File: src/rtl/wide_add_seq_if.sv
// Request/result bundle for wide_add_seq: operand handshake in, result handshake out.
// master = requester/consumer side, slave = the adder controller.
interface wide_add_seq_if #(
   parameter int WORDS = 4
);
   localparam int W = 64 * WORDS;

   logic         in_valid;
   logic         in_ready;
   logic [W-1:0] a;
   logic [W-1:0] b;
   logic         cin;
   logic         sub;
   logic         out_valid;
   logic         out_ready;
   logic [W-1:0] sum;
   logic         cout;

   modport master (
      output in_valid, a, b, cin, sub, out_ready,
      input  in_ready, out_valid, sum, cout
   );

   modport slave (
      input  in_valid, a, b, cin, sub, out_ready,
      output in_ready, out_valid, sum, cout
   );
endinterface

File: src/rtl/wide_add_seq.sv
// Wide add/subtract built by stepping one shared 64-bit carry-select adder
// over the operand words, LSW first, with a registered inter-word carry.

module Con_sa_8_bit_block_64 (
   input  logic [63:0] a,
   input  logic [63:0] b,
   input  logic        cin,
   output logic [63:0] sum,
   output logic        cout
);
   for (genvar g = 0; g < 8; g++) begin : g_blk
      logic [8:0] s0;
      logic [8:0] s1;
      logic       ci;
      logic       co;

      if (g == 0) begin : g_first
         assign ci = cin;
      end else begin : g_rest
         assign ci = g_blk[g-1].co;
      end

      // both carry-in cases precomputed; the incoming carry only selects
      assign s0 = {1'b0, a[8*g +: 8]} + {1'b0, b[8*g +: 8]};
      assign s1 = {1'b0, a[8*g +: 8]} + {1'b0, b[8*g +: 8]} + 9'd1;
      assign sum[8*g +: 8] = ci ? s1[7:0] : s0[7:0];
      assign co = ci ? s1[8] : s0[8];
   end

   assign cout = g_blk[7].co;
endmodule

// state | meaning
// IDLE  | waiting for a request, in_ready high
// RUN   | one operand word per cycle through the shared adder
// DONE  | result held, out_valid high until consumed
module wide_add_seq #(
   parameter int WORDS = 4
) (
   input  logic          clk,
   input  logic          rst,
   wide_add_seq_if.slave bus
);
   localparam int IW = (WORDS > 1) ? $clog2(WORDS) : 1;
   localparam logic [IW-1:0] LAST = IW'(WORDS - 1);

   typedef enum logic [1:0] {S_IDLE, S_RUN, S_DONE} state_t;

   state_t                  state_q, state_d;
   logic [WORDS-1:0][63:0]  a_q, a_d;
   logic [WORDS-1:0][63:0]  b_q, b_d;
   logic [WORDS-1:0][63:0]  sum_q, sum_d;
   logic                    carry_q, carry_d;
   logic                    cout_q, cout_d;
   logic [IW-1:0]           idx_q, idx_d;
   logic [63:0]             add_sum;
   logic                    add_cout;

   Con_sa_8_bit_block_64 u_add (
      .a    (a_q[idx_q]),
      .b    (b_q[idx_q]),
      .cin  (carry_q),
      .sum  (add_sum),
      .cout (add_cout)
   );

   always_comb begin
      state_d = state_q;
      a_d     = a_q;
      b_d     = b_q;
      sum_d   = sum_q;
      carry_d = carry_q;
      cout_d  = cout_q;
      idx_d   = idx_q;
      case (state_q)
         S_IDLE: begin
            if (bus.in_valid) begin
               // subtract as a + ~b + 1
               a_d     = bus.a;
               b_d     = bus.b ^ {(64*WORDS){bus.sub}};
               carry_d = bus.sub ? 1'b1 : bus.cin;
               idx_d   = '0;
               state_d = S_RUN;
            end
         end
         S_RUN: begin
            sum_d[idx_q] = add_sum;
            carry_d      = add_cout;
            if (idx_q == LAST) begin
               cout_d  = add_cout;
               state_d = S_DONE;
            end else begin
               idx_d = idx_q + 1'b1;
            end
         end
         S_DONE: begin
            if (bus.out_ready) state_d = S_IDLE;
         end
         default: state_d = S_IDLE;
      endcase
   end

   always_ff @(posedge clk) begin
      if (rst) begin
         state_q <= S_IDLE;
         a_q     <= '0;
         b_q     <= '0;
         sum_q   <= '0;
         carry_q <= 1'b0;
         cout_q  <= 1'b0;
         idx_q   <= '0;
      end else begin
         state_q <= state_d;
         a_q     <= a_d;
         b_q     <= b_d;
         sum_q   <= sum_d;
         carry_q <= carry_d;
         cout_q  <= cout_d;
         idx_q   <= idx_d;
      end
   end

   assign bus.in_ready  = (state_q == S_IDLE);
   assign bus.out_valid = (state_q == S_DONE);
   assign bus.sum       = sum_q;
   assign bus.cout      = cout_q;
endmodule

File: src/flat_wrapper.sv
// flat-port wrapper written by rule: the top's interface ports become plain ports
module wide_add_seq_flat 
#(
   parameter int WORDS = 4
)
  (clk, rst, bus_in_valid, bus_a, bus_b, bus_cin, bus_sub, bus_out_ready, bus_in_ready, bus_out_valid, bus_sum, bus_cout);
  wide_add_seq_if #(.WORDS(WORDS)) bus_i ();
  input  logic clk;
  input  logic rst;
  input wire logic [$bits(bus_i.in_valid)-1:0] bus_in_valid;
  input wire logic [$bits(bus_i.a)-1:0] bus_a;
  input wire logic [$bits(bus_i.b)-1:0] bus_b;
  input wire logic [$bits(bus_i.cin)-1:0] bus_cin;
  input wire logic [$bits(bus_i.sub)-1:0] bus_sub;
  input wire logic [$bits(bus_i.out_ready)-1:0] bus_out_ready;
  output wire logic [$bits(bus_i.in_ready)-1:0] bus_in_ready;
  output wire logic [$bits(bus_i.out_valid)-1:0] bus_out_valid;
  output wire logic [$bits(bus_i.sum)-1:0] bus_sum;
  output wire logic [$bits(bus_i.cout)-1:0] bus_cout;
  assign bus_i.in_valid = bus_in_valid;
  assign bus_i.a = bus_a;
  assign bus_i.b = bus_b;
  assign bus_i.cin = bus_cin;
  assign bus_i.sub = bus_sub;
  assign bus_i.out_ready = bus_out_ready;
  assign bus_in_ready = bus_i.in_ready;
  assign bus_out_valid = bus_i.out_valid;
  assign bus_sum = bus_i.sum;
  assign bus_cout = bus_i.cout;
  wide_add_seq #(.WORDS(WORDS)) u_core (.clk(clk), .rst(rst), .bus(bus_i));
endmodule
File: config.mk
export PLATFORM = sky130hd
export DESIGN_NAME = wide_add_seq_flat
export DESIGN_NICKNAME = d
export VERILOG_FILES = /design/src/rtl/wide_add_seq_if.sv /design/src/rtl/wide_add_seq.sv /design/src/flat_wrapper.sv
export SDC_FILE = /design/constraint.sdc
export NUM_CORES = 2
export LEC_CHECK = 0
export CORE_AREA = 2 2 298 300
export CTS_CLUSTER_SIZE = 40
export DETAILED_ROUTE_END_ITERATION = 12
export DIE_AREA = 0 0 300 302
export GPL_TIMING_DRIVEN = 0
export PLACE_DENSITY = 0.74
export SLEW_MARGIN = 40
export SYNTH_ARGS = -nofsm -noshare
export SYNTH_HDL_FRONTEND = slang
export SYNTH_HIERARCHICAL = 1
export SYNTH_SLANG_ARGS = --single-unit
File: constraint.sdc
create_clock -name clk -period 9.2 [get_ports clk]
set_clock_uncertainty 0.05 [all_clocks]
set_input_delay 1.84 -clock clk [delete_from_list [all_inputs] [get_ports clk]]
set_output_delay 1.84 -clock clk [all_outputs]
set_load 0.01 [all_outputs]
* After elaboration in Yosys (flattened, before gate mapping)
Cells that the tools add are included.
** Storage, ports and cells
- Bits in registers :: 774
- Bits in latches :: 0
- RAM bits :: 0
- ROM bits :: 0
- Input port bits :: 518
- Output and inout port bits :: 259
- Word-level logic and storage cells :: 84
- Memories kept :: 0
** Cells by class
- $add $sub $neg :: 17
- $mul :: 0
- Divide/modulo/power cells :: 0
- Magnitude comparators :: 2
- Eq/ne operators :: 7
- Shifts and indexed selects :: 0
- Multiplexer cells :: 33
- Bitwise operators :: 1
- Reductions and logical operators :: 8
** Operator list (number)
- $bmux 64 s2 :: 2
- $bwmux 256 :: 1
- $xor 256x256->256 :: 1
- $mux 64 :: 3
- $demux 64 s2 :: 1
- $add 8x8->9 :: 8
- $add 9x1->9 const B :: 8
- $mux 8 :: 8
- $mux 1 :: 10
- $mux 2 :: 5
- $ne 2x2->1 const B :: 3
- $pmux 2 s3 :: 1
- $reduce_and 2->1 :: 3
- $reduce_and 3->1 :: 2
- $eq 2x2->1 const B :: 2
- $pmux 2 s2 :: 1
- $lt 2x3->1 const B :: 1
- $add 2x1->2 const B :: 1
- $eq 2x1->1 const B :: 1
- $ge 2x1->1 const B :: 1
- $logic_not 2->1 :: 1
- $ne 2x1->1 const B :: 1
- $pmux 1 s2 :: 1
- $reduce_bool 2->1 :: 1
- $logic_and 1x1->1 :: 1

* Longest topological paths before layout
- Depth in word-level cells :: 13
- Mapped depth :: 23
- Mapped depth without buffers :: 20

* Modules after synthesis
Netlist, hierarchy kept.
** Modules (own cells, without submodules)
- wide_add_seq :: times used 1, cells an instance 3559, area an instance 31626.6 sq um, sequential area each 15494.9 sq um
- Con_sa_8_bit_block_64 :: times used 1, cells an instance 512, area an instance 3927.5 sq um, sequential area each 0.0 sq um

* Least setup slack after synthesis
OpenSTA, ideal clock, no wires.
- Kind :: reg-to-reg
- Start point :: register u_core.idx_q[0]
- End point :: register u_core.carry_q
- Setup time :: 0.122 ns
- Arrival :: 5.718 ns
- Data required time :: 9.028 ns
- Setup slack :: 3.310 ns
- Cell stages (with the launch flop) :: 24
- Buffers on the path :: 3
- Clock period less this slack :: 5.890 ns
- Path through :: dfxtp_1 -> buf_2 -> buf_4 -> buf_2 -> mux4_2 -> ha_1 -> fa_1 -> a21o_1 -> a22o_1 -> o31ai_1 -> o31ai_1 -> or2_1 -> nand2b_1 -> a221oi_2 -> nand4_1 -> o31a_1 -> or3_4 -> mux2i_4 -> mux2i_4 -> mux2i_1 -> xor2_1 -> nor3b_1 -> nor2_1 -> o311a_1
** On the way
- Cells in the longest elaborated chain, start to end :: 13
- Elaborated cells between the ends (all ways) :: 29
- Classes of those cells :: 16 x add/sub; 13 x mux
** RTL lines
- from (decl) :: line wide_add_seq.sv:55 : logic [IW-1:0] idx_q, idx_d;
- from (signal assigned) :: line wide_add_seq.sv:119 : idx_q <= idx_d;
- $bmux 64 s2 (on tied branches) :: line wide_add_seq.sv:60, wide_add_seq.sv:61
- $mux 64 (on tied branches) :: line wide_add_seq.sv:60, wide_add_seq.sv:61
- $add 8x8->9 :: line wide_add_seq.sv:24, wide_add_seq.sv:25
- $add 9x1->9 :: line wide_add_seq.sv:25 : assign s1 = {1'b0, a[8*g +: 8]} + {1'b0, b[8*g +: 8]} + 9'd1;
- $mux 1 (7 in a row) :: line wide_add_seq.sv:27 : assign co = ci ? s1[8] : s0[8];
- $mux 1 * :: line wide_add_seq.sv:27
- net u_core.add_cout :: line wide_add_seq.sv:57 : logic add_cout;
- $pmux 1 s2 * :: line wide_add_seq.sv:75 : case (state_q)
- to (signal assigned) :: line wide_add_seq.sv:117 : carry_q <= carry_d;
- to (decl) :: line wide_add_seq.sv:53 : logic carry_q, carry_d;
Mark *: on every way through the listed nets, which the timed path passes. The rest lies on a longest branch. The select of a mux whose other input is x is not followed.
A chain may end at the register's enable or synchronous reset.

* Worst setup path in the final report
- Start point :: register u_core.idx_q[1]
- End point :: register u_core.carry_q
Same word-level chain as after synthesis.

==> key figures <==
Floorplanning
  • Site Rows: 109
  • Die Y: 302 µm
  • Die area: between 90000 and 100000 µm²
  • Core area: 87600 µm²
  • Initial Util: 40.6%
  • Die X: 300 µm
  • I/O pins: 777

Pwr
  • Power per Cell Area: 190 nW/µm²
  • Pleak: 0.0173 µW
  • VDD IR-drop max: ~0.14 mV

Place
  • IO buf count: 774
  • Placed insts: 6011
  • Dpl hpwl: 119 mm
  • Final GP Congestion: 0.952

Logic synthesis
  • Syn Inst Count: 4071
  • Cell variety after synth: 67
  • Post-synthesis async set-or-reset flop share: 0%
  • Register area share after synthesis: a little over two fifths
  • Post-synth EDFFs: 0
  • Synth Cell Area: 35600 µm²
  • Largest family of logic cells by synthesized area: simple AND/OR/NAND/NOR gates
  • Post-synth net total: 4673
  • Xor and xnor area share after synthesis: approximately 8.9%
  • Multiplexer share of the synthesized area: 8.74%
  • Adder-Cell Fraction of Synth Area: between 3 and 4%
  • Synth Flop Type: dfxtp_1
  • Register bit count reported by yosys: 774
  • Synthesized area per cell: ~8.7 µm²
  • Simple-gate share of the synthesized area: 16.2%
  • Compound-Gate Fraction of Synth Area: approximately 15%
  • Ys Warns: 6

GRT
  • Grt ovf: 0
  • Wire length of the first global-routing pass: 214 mm
  • Initial antenna violation count: 25
  • Largest net degree at the start of global routing: 15
  • Vias in the first global route: roughly 33000
  • GRT Total Usage: roughly a third

Clock tree
  • Post-cts resize count: 0
  • CTS tree: built
  • CTS root buf: clkbuf_16
  • Clock transition at path regs: 0.06 ns
  • H-tree depth: 3
  • Skew-Pair Late Insertion Delay: 0.64 ns
  • CTS Hold Buffers Added: 0
  • Postcts setup bufs: 0
  • Total CTS buffers: 82
  • CTS Sinks: 774
  • Clock buffer depth: 3

Cells and area
  • Number of nets in the layout: around 5500
  • Final cell count without fillers: slightly above 6000
  • Area of the multi-input gates: between 15000 and 20000 µm²
  • Share of cells above drive strength 1: 10.3%
  • Synth-to-Final Area Change: 34.8%
  • Fillers: 7967
  • Register area: around 15000 µm²

STA
  • Final Hold Viols: 0
  • Worst Tran Pin Value: 0.988 ns
  • Unrepaired setup endpoints after global routing: false
  • Setup TNS: 0 ns
  • Fmax achieved: 131 MHz
  • Worst rel slew slack: 33.7%
  • Worst hold slack: 0.403 ns
  • Final Critical Period: 7.65 ns
  • Final period util: a little over 80%
  • Setup-failing EPs final: 0
  • Fin. max-slew vios: 0

Setup path
  • CP Max Fanout: 10
  • Crit Path Category: register to register
  • Flop-to-flop setup slack: 1.55 ns
  • Critical path capture point type: register
  • Critical Path End: u_core/carry_q$_SDFFE_PP0P_
  • Crit path DAT: 8.18 ns
  • CP Launch Point: u_core/idx_q[1]$_SDFFE_PP0P_
  • Critical path required time: a little under 10 ns
  • Worst R2R Start: u_core/idx_q[1]$_SDFFE_PP0P_
  • Setup crit start kind: register
  • Worst R2R Path Depth: 21
  • Reg2reg end: u_core/carry_q$_SDFFE_PP0P_

Drt
  • Initial DRC Count: 2872
  • Post-route ant nets: 0
  • Met1 wire length: 60.1 mm
  • Vias per std cell: between 5 and 6
  • DR WL met3: approximately 12 mm
  • Via Count: 33873
  • Routed wire length: 151 mm
  • # DRC: 0
  • Drt pass-1 iters: 6
  • DR top layer: met5
  • DR WL met2: 70.8 mm
  • WL per Instance: 24.4 µm

Outcome
  • Outcome: finished, final reports clean

Job
  • Max cap viols: 0

Worst hold path
  • Worst min path class: register to register
[area by class of cell]
class | instances | area share [%]
plain buffers | 316 | 3.05
inverters | 36 | 0.282
well taps | 1165 | 3.04
repair buffers | 775 | 16.2
flip-flops and latches | 774 | 32.3
multi-input cells | 2945 | 38.8
diodes | 19 | 0.0992
clock buffers | 120 | 5.23
clock inverters | 34 | 0.953
[report_power, final]
group | internal, µW | switching [µW]
registers | 3550 | 115
logic | 744 | 1060
clock network | 2160 | 1450
[flip-flops by register name, indices dropped and copies added, names as in the netlist]
signal,count
u_core/state_q,2
u_core/carry_q,1
u_core/a_q,256
u_core/bus.sum,256
u_core/b_q,256
u_core/bus.cout,1
u_core/idx_q,2
[Yosys cell counts (2+ instances only)]
library cell | number | area [µm²]
mux2i_4 | 2 | 45.0
or3b_1 | 2 | 17.5
or2_2 | 5 | 31.3
a21oi_1 | 558 | 2790
o21bai_1 | 20 | 150
or3_1 | 2 | 12.5
dfxtp_1 | 774 | 15500
mux4_2 | 128 | 2880
nand3_1 | 21 | 105
o31ai_1 | 4 | 30.0
a21o_1 | 17 | 128
mux2i_1 | 10 | 100
nor3b_1 | 2 | 15.0
o21ai_0 | 5 | 25.0
xor2_1 | 33 | 289
buf_2 | 185 | 926
a211oi_1 | 262 | 1970
nand2_1 | 1061 | 3980
nor3_1 | 10 | 50.1
nor2_1 | 300 | 1130
a31o_2 | 2 | 17.5
nor2b_1 | 6 | 37.5
clkbuf_1 | 119 | 447
xnor2_1 | 325 | 2850
and4_1 | 3 | 26.3
o2111ai_1 | 2 | 17.5
o21a_1 | 5 | 37.5
mux2_2 | 6 | 67.6
and3_1 | 5 | 31.3
inv_1 | 36 | 135
and2_1 | 7 | 43.8
a211o_1 | 2 | 17.5
fa_1 | 8 | 160
nand4_1 | 13 | 81.3
ha_1 | 76 | 951
o22a_1 | 2 | 17.5
nand2b_1 | 5 | 31.3
o31a_1 | 2 | 17.5
buf_1 | 4 | 15.0
nand3b_1 | 5 | 37.5
buf_4 | 8 | 60.1
and3b_1 | 4 | 35.0
[metal layers]
layer	vias to the layer above	global-route usage [%]
li1	15568	-
met1	16264	40.1
met2	1669	53.4
met3	360	5.90
met4	12	16.8
met5	-	0
[critical path: stages (launching register included)]
cell and delay [ns]:
dfxtp_1 0.40, buf_2 0.42, buf_1 0.69, mux4_2 0.47, ha_1 0.26, fa_1 0.41, a21o_1 0.20, a221o_1 0.38
or4_4 0.55, a21oi_4 0.25, nor2_1 0.09, a221oi_2 0.20, nand4_1 0.43, o31a_1 0.45, or3_4 0.45, mux2i_4 0.28
mux2i_4 0.51, mux2i_1 0.31, xor2_1 0.37, nor3b_1 0.12, nor2_1 0.10, o311a_1 0.17
[placed cells by master, fill, tap and decap left out, types with 25 or more instances in the layout]
| cell | count |
|---|---|
| a211oi_1 | 262 |
| a21oi_1 | 558 |
| buf_2 | 186 |
| clkbuf_1 | 120 |
| clkbuf_16 | 85 |
| clkbuf_8 | 25 |
| clkdlybuf4s50_1 | 774 |
| dfxtp_1 | 774 |
| ha_1 | 76 |
| inv_1 | 36 |
| mux4_2 | 128 |
| nand2_1 | 1061 |
| nor2_1 | 300 |
| xnor2_1 | 315 |
| xor2_1 | 26 |
[cell families after synthesis]
family,count (synthesis)
AO/OA/AOI/OAI,894
buffers and inverters,352
AND/OR/NAND/NOR,1461
adder cells (fa/ha/maj),84
multiplexers,147
flip-flops,774
XOR/XNOR,359
[how the worst min path moves through the flow]
stage                                    to                         start  cells past startpoint  slack (ns)
6_report       u_core/a_q[139]$_SDFFE_PP0P_  u_core/a_q[139]$_SDFFE_PP0P_                      2        0.40
3_5_place_dp   u_core/a_q[194]$_SDFFE_PP0P_  u_core/a_q[194]$_SDFFE_PP0P_                      2        0.39
5_1_grt        u_core/a_q[123]$_SDFFE_PP0P_  u_core/a_q[123]$_SDFFE_PP0P_                      2        0.41
2_1_floorplan  u_core/a_q[100]$_SDFFE_PP0P_  u_core/a_q[100]$_SDFFE_PP0P_                      2        0.38
3_3_place_gp    u_core/a_q[18]$_SDFFE_PP0P_   u_core/a_q[18]$_SDFFE_PP0P_                      2        0.39
4_1_cts        u_core/a_q[194]$_SDFFE_PP0P_  u_core/a_q[194]$_SDFFE_PP0P_                      2        0.40
[metrics by stage]
step	area [µm²]	util (%)	setup slack, ns	power, µW
finish	47900	54.8	1.55	9090
global route	47900	54.7	1.25	9370
CTS	47900	54.7	1.60	9080
detailed placement	44900	51.3	1.67	5500
global placement	44800	51.1	1.71	5460
floorplan	35600	-	3.31	4650
Note: power is estimated with default switching activity, not from simulation.
